<file path="src/rtl/dmem_store_buffer.sv">
// rtl/dmem_store_buffer.sv - posted-store FIFO and blocking-load bridge between core dmem port and data bus
// Optional feature macro: STORE_BYPASS_EN (loads overtake queued stores to other words)

module dmem_store_buffer #(
  parameter int DEPTH      = 4,
  parameter int DEPTH_LOG2 = 2
) (
  input  logic        i_clk,
  input  logic        i_reset,
  input  logic [3:0]  i_dmem_writeb,
  input  logic        i_dmem_read,
  input  logic [31:0] i_dmem_addr,
  input  logic [31:0] i_dmem_wdata,
  output logic [31:0] o_dmem_rdata,
  output logic        o_stall,
  output logic        o_sb_empty,
  output logic        o_mem_req,
  output logic        o_mem_we,
  output logic [3:0]  o_mem_be,
  output logic [31:0] o_mem_addr,
  output logic [31:0] o_mem_wdata,
  input  logic        i_mem_ack,
  input  logic [31:0] i_mem_rdata
);

  typedef enum logic [1:0] {
    S_IDLE  = 2'd0,
    S_WR    = 2'd1,
    S_RD    = 2'd2,
    S_RDONE = 2'd3
  } state_t;

  localparam logic [DEPTH_LOG2:0] L_DEPTH = (DEPTH_LOG2 + 1)'(DEPTH);

  state_t r_state;
  state_t w_next_state;

  // Store FIFO: word address, byte enables, lane-aligned data
  logic [29:0]           r_fifo_addr [DEPTH];
  logic [3:0]            r_fifo_be   [DEPTH];
  logic [31:0]           r_fifo_data [DEPTH];
  logic [DEPTH_LOG2-1:0] r_wptr;
  logic [DEPTH_LOG2-1:0] r_rptr;
  logic [DEPTH_LOG2:0]   r_count;

  // Registered bus and load-return outputs
  logic        r_mem_req;
  logic        r_mem_we;
  logic [3:0]  r_mem_be;
  logic [31:0] r_mem_addr;
  logic [31:0] r_mem_wdata;
  logic [31:0] r_dmem_rdata;

  logic w_store_req;
  logic w_full;
  logic w_enq;
  logic w_deq;
  logic w_xfer_done;
  logic w_load_ok;
  logic w_load_go;
  logic w_issue_wr;
  logic w_issue_rd;
  logic w_unused;

  // The bus works on whole words; the core keeps the byte offset for lane extraction
  assign w_unused = ^i_dmem_addr[1:0];

  assign w_store_req = |i_dmem_writeb;
  assign w_full      = (r_count == L_DEPTH);
  // A full FIFO blocks the store for the whole cycle, even if the head retires on this edge
  assign w_enq       = w_store_req && !w_full;
  assign w_xfer_done = r_mem_req && i_mem_ack;
  assign w_deq       = (r_state == S_WR) && w_xfer_done;

`ifdef STORE_BYPASS_EN
  logic [DEPTH-1:0] w_entry_valid;
  logic             w_addr_match;

  // Mark live FIFO slots and look for a queued store to the load's word
  always_comb begin
    w_entry_valid = '0;
    w_addr_match  = 1'b0;
    for (int i = 0; i < DEPTH; i++) begin
      w_entry_valid[i] = ({1'b0, DEPTH_LOG2'(i) - r_rptr} < r_count);
      if (w_entry_valid[i] && (r_fifo_addr[i] == i_dmem_addr[31:2])) begin
        w_addr_match = 1'b1;
      end
    end
  end

  // Loads go ahead of draining stores unless an older store targets the same word
  assign w_load_ok = (r_state == S_IDLE) && !w_addr_match;
`else
  // Loads only issue once every posted store has reached the bus
  assign w_load_ok = (r_state == S_IDLE) && (r_count == '0);
`endif

  assign w_load_go  = i_dmem_read && w_load_ok;
  assign w_issue_wr = (r_state == S_IDLE) && (w_next_state == S_WR);
  assign w_issue_rd = (r_state == S_IDLE) && (w_next_state == S_RD);

  // State register
  always_ff @(posedge i_clk) begin
    if (i_reset) begin
      r_state <= S_IDLE;
    end else begin
      r_state <= w_next_state;
    end
  end

  // Next-state logic; every transfer returns through IDLE so transfers never run back-to-back
  always_comb begin
    w_next_state = r_state;
    case (r_state)
      S_IDLE: begin
        if (w_load_go) begin
          w_next_state = S_RD;
        end else if (r_count != '0) begin
          w_next_state = S_WR;
        end
      end
      S_WR: begin
        if (w_xfer_done) begin
          w_next_state = S_IDLE;
        end
      end
      S_RD: begin
        if (w_xfer_done) begin
          w_next_state = S_RDONE;
        end
      end
      S_RDONE: begin
        w_next_state = S_IDLE;
      end
      default: begin
        w_next_state = S_IDLE;
      end
    endcase
  end

  // Core-facing status: stall on a full-FIFO store or on any load until its data is presented
  always_comb begin
    o_stall    = (w_store_req && w_full) ||
                 (r_state == S_RD) ||
                 (i_dmem_read && (r_state != S_RDONE));
    o_sb_empty = (r_count == '0) && (r_state != S_WR);
  end

  // FIFO storage write; contents need no reset because the pointers and count qualify them
  always_ff @(posedge i_clk) begin
    if (w_enq) begin
      r_fifo_addr[r_wptr] <= i_dmem_addr[31:2];
      r_fifo_be[r_wptr]   <= i_dmem_writeb;
      r_fifo_data[r_wptr] <= i_dmem_wdata;
    end
  end

  // FIFO pointers and occupancy; simultaneous enqueue and dequeue leave the count unchanged
  always_ff @(posedge i_clk) begin
    if (i_reset) begin
      r_wptr  <= '0;
      r_rptr  <= '0;
      r_count <= '0;
    end else begin
      if (w_enq) begin
        r_wptr <= r_wptr + 1'b1;
      end
      if (w_deq) begin
        r_rptr <= r_rptr + 1'b1;
      end
      case ({w_enq, w_deq})
        2'b10:   r_count <= r_count + 1'b1;
        2'b01:   r_count <= r_count - 1'b1;
        default: r_count <= r_count;
      endcase
    end
  end

  // Bus outputs are loaded at issue and held unchanged until the transfer is accepted
  always_ff @(posedge i_clk) begin
    if (i_reset) begin
      r_mem_req   <= 1'b0;
      r_mem_we    <= 1'b0;
      r_mem_be    <= 4'h0;
      r_mem_addr  <= 32'h0;
      r_mem_wdata <= 32'h0;
    end else if (w_issue_wr) begin
      r_mem_req   <= 1'b1;
      r_mem_we    <= 1'b1;
      r_mem_be    <= r_fifo_be[r_rptr];
      r_mem_addr  <= {r_fifo_addr[r_rptr], 2'b00};
      r_mem_wdata <= r_fifo_data[r_rptr];
    end else if (w_issue_rd) begin
      r_mem_req   <= 1'b1;
      r_mem_we    <= 1'b0;
      r_mem_be    <= 4'hF;
      r_mem_addr  <= {i_dmem_addr[31:2], 2'b00};
    end else if (w_xfer_done) begin
      r_mem_req   <= 1'b0;
    end
  end

  // Capture load data in the acknowledge cycle; it is presented during RDONE
  always_ff @(posedge i_clk) begin
    if (i_reset) begin
      r_dmem_rdata <= 32'h0;
    end else if ((r_state == S_RD) && w_xfer_done) begin
      r_dmem_rdata <= i_mem_rdata;
    end
  end

  assign o_mem_req    = r_mem_req;
  assign o_mem_we     = r_mem_we;
  assign o_mem_be     = r_mem_be;
  assign o_mem_addr   = r_mem_addr;
  assign o_mem_wdata  = r_mem_wdata;
  assign o_dmem_rdata = r_dmem_rdata;

  // Bus request must stay stable until the bus accepts it
  assert property (@(posedge i_clk) disable iff (i_reset)
    (r_mem_req && !i_mem_ack) |=> (r_mem_req && $stable(r_mem_we) && $stable(r_mem_be) &&
                                   $stable(r_mem_addr) && $stable(r_mem_wdata)));

  // Occupancy can never exceed the FIFO size
  assert property (@(posedge i_clk) disable iff (i_reset) (r_count <= L_DEPTH));

  // The core never requests a load and a store in the same cycle
  assert property (@(posedge i_clk) disable iff (i_reset) !(w_store_req && i_dmem_read));

endmodule
</file>
<file path="config.mk">
export PLATFORM = sky130hd
export DESIGN_NAME = dmem_store_buffer
export DESIGN_NICKNAME = d
export VERILOG_FILES = /design/src/rtl/dmem_store_buffer.sv
export SDC_FILE = /design/constraint.sdc
export NUM_CORES = 1
export LEC_CHECK = 0
export CAP_MARGIN = 20
export CELL_PAD_IN_SITES_DETAIL_PLACEMENT = 1
export CELL_PAD_IN_SITES_GLOBAL_PLACEMENT = 2
export CORE_MARGIN = 2
export CORE_UTILIZATION = 39
export DETAILED_ROUTE_END_ITERATION = 8
export GPL_TIMING_DRIVEN = 0
export PLACE_DENSITY = 0.84
export SLEW_MARGIN = 20
export SYNTH_ARGS = -nofsm -noshare
export SYNTH_HDL_FRONTEND = slang
export SYNTH_SLANG_ARGS = --single-unit
</file>
<file path="constraint.sdc">
create_clock -name i_clk -period 4 [get_ports i_clk]
set_input_delay 0.4 -clock i_clk [delete_from_list [all_inputs] [get_ports i_clk]]
set_output_delay 0.4 -clock i_clk [all_outputs]
set_load 0.005 [all_outputs]
</file>
Word level (Yosys, flattened, before mapping) --
Memory sizes are Yosys's and may differ from the RTL's. A register that Yosys moved wholly into a read port is not among the register bits. Index checks and enable logic that the tools add are counted.
Operators by class: divide/modulo/power cells 0, $lt $le $gt $ge 0, mux-type cells 21, $add $sub $neg 4, reductions and logical operators 21, shifts and indexed selects 0, bitwise gates (word level) 0, eq/ne operators 10, $mul 0
Operators with widths (number):
- $mux W32 | 2
- $mux W2 | 8
- $logic_and A1 B1 Y1 | 11
- $eq A2 B2 Y1 const B | 4
- $mux W4 | 2
- $pmux W2 S4 | 1
- $mux W1 | 7
- $eq A2 B1 Y1 const B | 3
- $pmux W3 S2 | 1
- $reduce_bool A3 Y1 | 2
- $add A2 B1 Y2 const B | 2
- $reduce_bool A2 Y1 | 2
- $reduce_or A4 Y1 | 1
- $add A3 B1 Y3 const B | 1
- $eq A3 B3 Y1 const B | 1
- $logic_not A3 Y1 | 1
- $sub A3 B1 Y3 const B | 1
- $logic_not A2 Y1 | 1
- $logic_or A1 B1 Y1 | 2
- $ne A2 B1 Y1 const B | 1
- $ne A2 B2 Y1 const B | 1
- $logic_not A1 Y1 | 1
Word-level totals: memory bits (writable) 264, memories 3, output and inout bits 104, bits in registers 77, memory bits (read-only) 0, bits in latches 0, bits of input ports 104
Memory list:
- r_fifo_data | depth 4, width 32, rd ports 1, clocked after memory_dff 1, write ports 1, RTL line 41 | logic [31:0] r_fifo_data [DEPTH];
- r_fifo_addr | depth 4, width 30, rd ports 1, clocked after memory_dff 1, write ports 1, RTL line 39 | logic [29:0] r_fifo_addr [DEPTH];
- r_fifo_be | depth 4, width 4, rd ports 1, clocked after memory_dff 1, write ports 1, RTL line 40 | logic [3:0] r_fifo_be [DEPTH];

Logic depth before layout (Yosys ltp) --
depth after elaboration 9, gate-level depth with buffers 9, mapped depth without buffers 9

Least setup slack after synthesis --
Ideal clock, no wire load.
path type register -> register, from register r_count[0], to memory r_fifo_addr[0][0] (enable), clock period less this slack 2.825 ns, path slack 1.175 ns, setup time 0.431 ns, arrival time 2.394 ns, buffers on the path 1, cell stages (with the launch flop) 4, required time 3.569 ns, path through dfxtp_1 or3b_2 clkbuf_1 and3_1
On the way: word-level cells in the longest chain between the ends 5
Ends and longest elaborated chain:
- start: declaration | RTL line 44 | logic [DEPTH_LOG2:0] r_count;
- start signal: assignment | RTL line 172 | 2'b10: r_count <= r_count + 1'b1;
- start signal: assignment | RTL line 173 | 2'b01: r_count <= r_count - 1'b1;
- start signal: assignment | RTL line 174 | default: r_count <= r_count;
- $eq A3 B3 Y1 | RTL line 69 | assign w_full = (r_count == L_DEPTH);
- $logic_not A1 Y1 | RTL line 71 | assign w_enq = w_store_req && !w_full;
- $logic_and A1 B1 Y1 | RTL line 71
- $mux W1 | RTL line 151 | if (w_enq) begin
- $mux W1 (implied by the code) | RTL line 152 | r_fifo_addr[r_wptr] <= i_dmem_addr[31:2];
- end: declaration | RTL line 39
No other way between the ends.

Worst setup path in the final report --
from register r_count[0], to output port o_sb_empty
On the way: word-level cells in the longest chain between the ends 2
Ends and longest elaborated chain:
- $logic_not A3 Y1 | RTL line 146 | o_sb_empty = (r_count == '0) && (r_state != S_WR);
- $logic_and A1 B1 Y1 | RTL line 146
- end: declaration | RTL line 16 | output logic o_sb_empty,
No other way between the ends.

==> impl_summary.txt <==
----------------------------------------------------
[Run status]
  Run status ... complete, no violations

[STA]
  Worst Setup Slack, final ... a little over 1 ns
  Max-slew violations ... 0
  Normalized max-slew margin ... 0.401
  Setup repair after global routing missed its margin ... no
  Final count of negative-setup-slack endpoints ... 0
  Final worst clock skew ... around 0.018 ns
  Worst slew pin tran ... 0.899 ns
  Final Cycle Share ... 0.746
  Hold Fails Final Rpt ... 0
  Peak clock frequency supported by timing ... 0.335 GHz
  Post-layout minimum cycle time ... 2.98 ns

[Worst setup path]
  Type of the setup path with the least slack ... reg -> out
  Delay-heaviest family, CP ... buffers and inverters
  Worst stage delay on the critical path ... approximately 0.57 ns
  Kind of start point of the critical path ... flip-flop
  Required time reported for the critical path endpoint ... 3.60 ns
  CP Capture Type ... primary output
  Arr. time, crit path ... between 2 and 3 ns
  Peak fanout along the critical path ... 10
  Crit path cell chain ... or3_1, buf_2, buf_1, a21oi_1, clkdlybuf4s50_1
  Slowest stage cell on the critical path ... sky130_fd_sc_hd__clkdlybuf4s50_1
  Bufs and invs on worst path ... 3

[Routing]
  Average wire per cell in the routed design ... between 20 and 25 um
  DR WL met2 ... 19.0 mm
  Router iterations before antenna repair ... 5
  Wire length on met3 ... 2.13 mm
  Final wirelength ... around 38 mm
  First DRT Iteration DRCs ... roughly 500
  M1 WL ... 15.7 mm
  DRC ... 0
  Uppermost layer routed ... met4
  Routed Antenna Nets ... 0
  Via density per instance ... between 5 and 6
  Via count ... roughly 8,800

[Final layout]
  Area used by multi-input combinational logic ... between 0.003 and 0.004 mm^2
  Area taken by flip-flops and latches ... between 0.01 and 0.015 mm^2
  Post-route non-filler standard cell count ... approximately 1,700
  Number of nets in the layout ... about 1,300
  Count of fill cells added during filler insertion ... roughly 3,500
  Proportion of layout cells with a drive suffix above 1 ... 0.147
  Syn-to-layout area delta ... 28.1%
  Post-layout utilization of the core ... 0.509

[Logic synthesis]
  Proportion of synthesized chip area in sequential cells ... 0.717
  Cells after Synth ... roughly 900
  Fraction of synthesis flops using an asynchronous set or reset pin ... 0
  Synthesis warning total ... 0
  Distinct cell type count of the synthesized netlist ... 38
  Number of enable-type register cells in the synthesized netlist ... 264
  Synthesized flop and latch total ... 375
  Post-synthesis average cell area ... 15.5 um^2
  Primary FF master, synth ... sky130_fd_sc_hd__edfxtp_1
  Post-Syn Area ... approximately 0.014 mm^2

[Power and ir drop]
  Maximum resistive drop on vdd ... around 0.00049 V
  Post-route total power ... ~12 mW
  Leakage Power ... roughly 5.9 nW
  Areal power density over the cells ... ~660 mW/mm^2

[Clocking]
  Clock transition at the registers of the reported paths ... roughly 0.06 ns
  Setup fix buffers added after clock tree synthesis ... 0
  Clock root buffer ... sky130_fd_sc_hd__clkbuf_16
  TritonCTS buffer count ... 40
  Clock latency of the later-clocked register in the worst-skew pair ... approximately 0.53 ns
  Maximum number of buffers from clock root to sink ... 3
  Total clock sinks ... about 380
  CTS-repair resized insts ... 0
  TritonCTS clock tree ... done
  CTS Hold Bufs ... 0
  Number of H-tree levels ... 2

[Job]
  Number of maximum-capacitance constraint violations ... 0

[Floorplanning]
  Die W ... just under 200 um
  Effective utilization at floorplan ... 0.397
  Core footprint ... approximately 0.036 mm^2
  Die footprint ... ~0.038 mm^2
  I/O pin count ... approximately 210
  Num rows ... 69
  DIE HEIGHT ... approximately 200 um

[Global routing]
  First-pass GRT wire length ... approximately 58 mm
  Grt ovf ... 0
  Pin count of the biggest net entering global routing ... 44
  Vias in the first global route ... between 9,000 and 10,000
  Antenna violations before repair ... 1
  Global router's overall resource usage ... 0.200

[Placement]
  Buffers on Ports ... just over 200
  Final RePlAce weighted congestion ... 0.729
  DP Worst Slack ... between 0.8 and 0.9 ns
  Inst Count DP ... 1,582
  Estimated wirelength of the detail-placed design ... 24.7 mm

[Min path]
  Min-delay worst type ... in -> reg

----------------------------------------------------
[logic make-up (layout without fill, tap and decap cells)]
| family | Yosys count | after routing | share of synthesized area |
|---|---|---|---|
| other | 1 | 4 | 0.000265 |
| AOI/OAI and AO/OA | 209 | 209 | 0.0828 |
| muxes | 67 | 67 | 0.106 |
| and+or+nand+nor | 166 | 166 | 0.0561 |
| buffers and inverters | 88 | 367 | 0.0309 |
| DFF | 375 | 375 | 0.717 |
| xor gates and xnor gates | 2 | 2 | 0.00124 |
| adders and majority gates | 6 | 6 | 0.00583 |
[power by group]
part           internal [mW]  leakage, nW  switching [mW]
Combinational           1.35         1.90            1.82
Clock                   2.04        0.616            1.47
Sequential              4.94         3.38           0.311
Total                   8.32         5.89            3.61
[layer usage]
layer  global-route usage  vias up
li1                     -     4042
met1                0.261     4479
met2                0.340      231
met3               0.0397       53
met4               0.0590        0
met5                    0        -
[cells in the mapped netlist, types with 2 or more instances]
| cell | n | area (um^2) |
|---|---|---|
| sky130_fd_sc_hd__a21oi_1 | 108 | 541 |
| sky130_fd_sc_hd__a21oi_2 | 2 | 17.5 |
| sky130_fd_sc_hd__a311oi_1 | 30 | 263 |
| sky130_fd_sc_hd__and3_1 | 4 | 25.0 |
| sky130_fd_sc_hd__buf_1 | 3 | 11.3 |
| sky130_fd_sc_hd__buf_2 | 24 | 120 |
| sky130_fd_sc_hd__buf_4 | 6 | 45.0 |
| sky130_fd_sc_hd__buf_6 | 7 | 78.8 |
| sky130_fd_sc_hd__clkbuf_1 | 36 | 135 |
| sky130_fd_sc_hd__clkbuf_2 | 2 | 10.0 |
| sky130_fd_sc_hd__dfxtp_1 | 111 | 2220 |
| sky130_fd_sc_hd__edfxtp_1 | 264 | 7930 |
| sky130_fd_sc_hd__ha_1 | 5 | 62.6 |
| sky130_fd_sc_hd__inv_1 | 10 | 37.5 |
| sky130_fd_sc_hd__mux4_2 | 66 | 1490 |
| sky130_fd_sc_hd__nand2_1 | 68 | 255 |
| sky130_fd_sc_hd__nand3_1 | 64 | 320 |
| sky130_fd_sc_hd__nand4b_1 | 2 | 17.5 |
| sky130_fd_sc_hd__nor2_1 | 5 | 18.8 |
| sky130_fd_sc_hd__nor3_1 | 9 | 45.0 |
| sky130_fd_sc_hd__o21ai_0 | 67 | 335 |
| sky130_fd_sc_hd__or3_1 | 3 | 18.8 |
| sky130_fd_sc_hd__or4_1 | 2 | 15.0 |
| sky130_fd_sc_hd__xor2_1 | 2 | 17.5 |
[cell type report]
cell class	instances	area share
sequential	375	0.560
multi-input combinational	452	0.198
timing repair buffer	206	0.117
clock buffer	59	0.0648
tap	461	0.0318
buffer	78	0.0221
clock inverter	14	0.00428
inverter	10	0.00207
antenna	2	0.000276
[state kept, by name, summed over array words and instances, names as in the netlist, named ones only]
register	cells
r_fifo_data	128
r_fifo_addr	120
o_dmem_rdata	32
o_mem_wdata	32
o_mem_addr	30
r_fifo_be	16
o_mem_be	4
r_count	3
r_rptr	2
r_state	2
r_wptr	2
o_mem_req	1
o_mem_we	1
[through the flow]
| step | hold slack, ns | TNS [ns] | cell area (um^2) |
|---|---|---|---|
| after detailed placement | 0.447 | 0 | 16900 |
| after global placement | 0.442 | -164.98 | 16800 |
| after CTS | 0.346 | 0 | 18100 |
| after global routing | 0.420 | 0 | 18100 |
| final | 0.372 | 0 | 18100 |
| after floorplan | 0.453 | 0 | 14200 |
[worst paths after layout]
kind / startpoint / end / slack (ns) / cells past startpoint
setup / recovery: r_count[0] / o_sb_empty / 1.02 / 5
hold / removal: i_reset / o_mem_addr[7] / 0.37 / 2
setup reg to reg: r_count[2] / r_count[2] / 1.74 / 9
hold reg to reg: o_dmem_rdata[13] / o_dmem_rdata[13] / 0.45 / 2
[cells in the final DEF, fill, tap and decap left out, types with 6 or more instances in the layout]
master	n
sky130_fd_sc_hd__a21oi_1	108
sky130_fd_sc_hd__a311oi_1	30
sky130_fd_sc_hd__buf_2	24
sky130_fd_sc_hd__buf_4	6
sky130_fd_sc_hd__buf_6	7
sky130_fd_sc_hd__clkbuf_1	47
sky130_fd_sc_hd__clkbuf_16	42
sky130_fd_sc_hd__clkbuf_8	6
sky130_fd_sc_hd__clkdlybuf4s50_1	202
sky130_fd_sc_hd__clkinv_2	7
sky130_fd_sc_hd__dfxtp_1	111
sky130_fd_sc_hd__edfxtp_1	264
sky130_fd_sc_hd__inv_1	10
sky130_fd_sc_hd__mux4_2	66
sky130_fd_sc_hd__nand2_1	68
sky130_fd_sc_hd__nand3_1	64
sky130_fd_sc_hd__nor3_1	9
sky130_fd_sc_hd__o21ai_0	67
(Power assumes the default switching activity.)
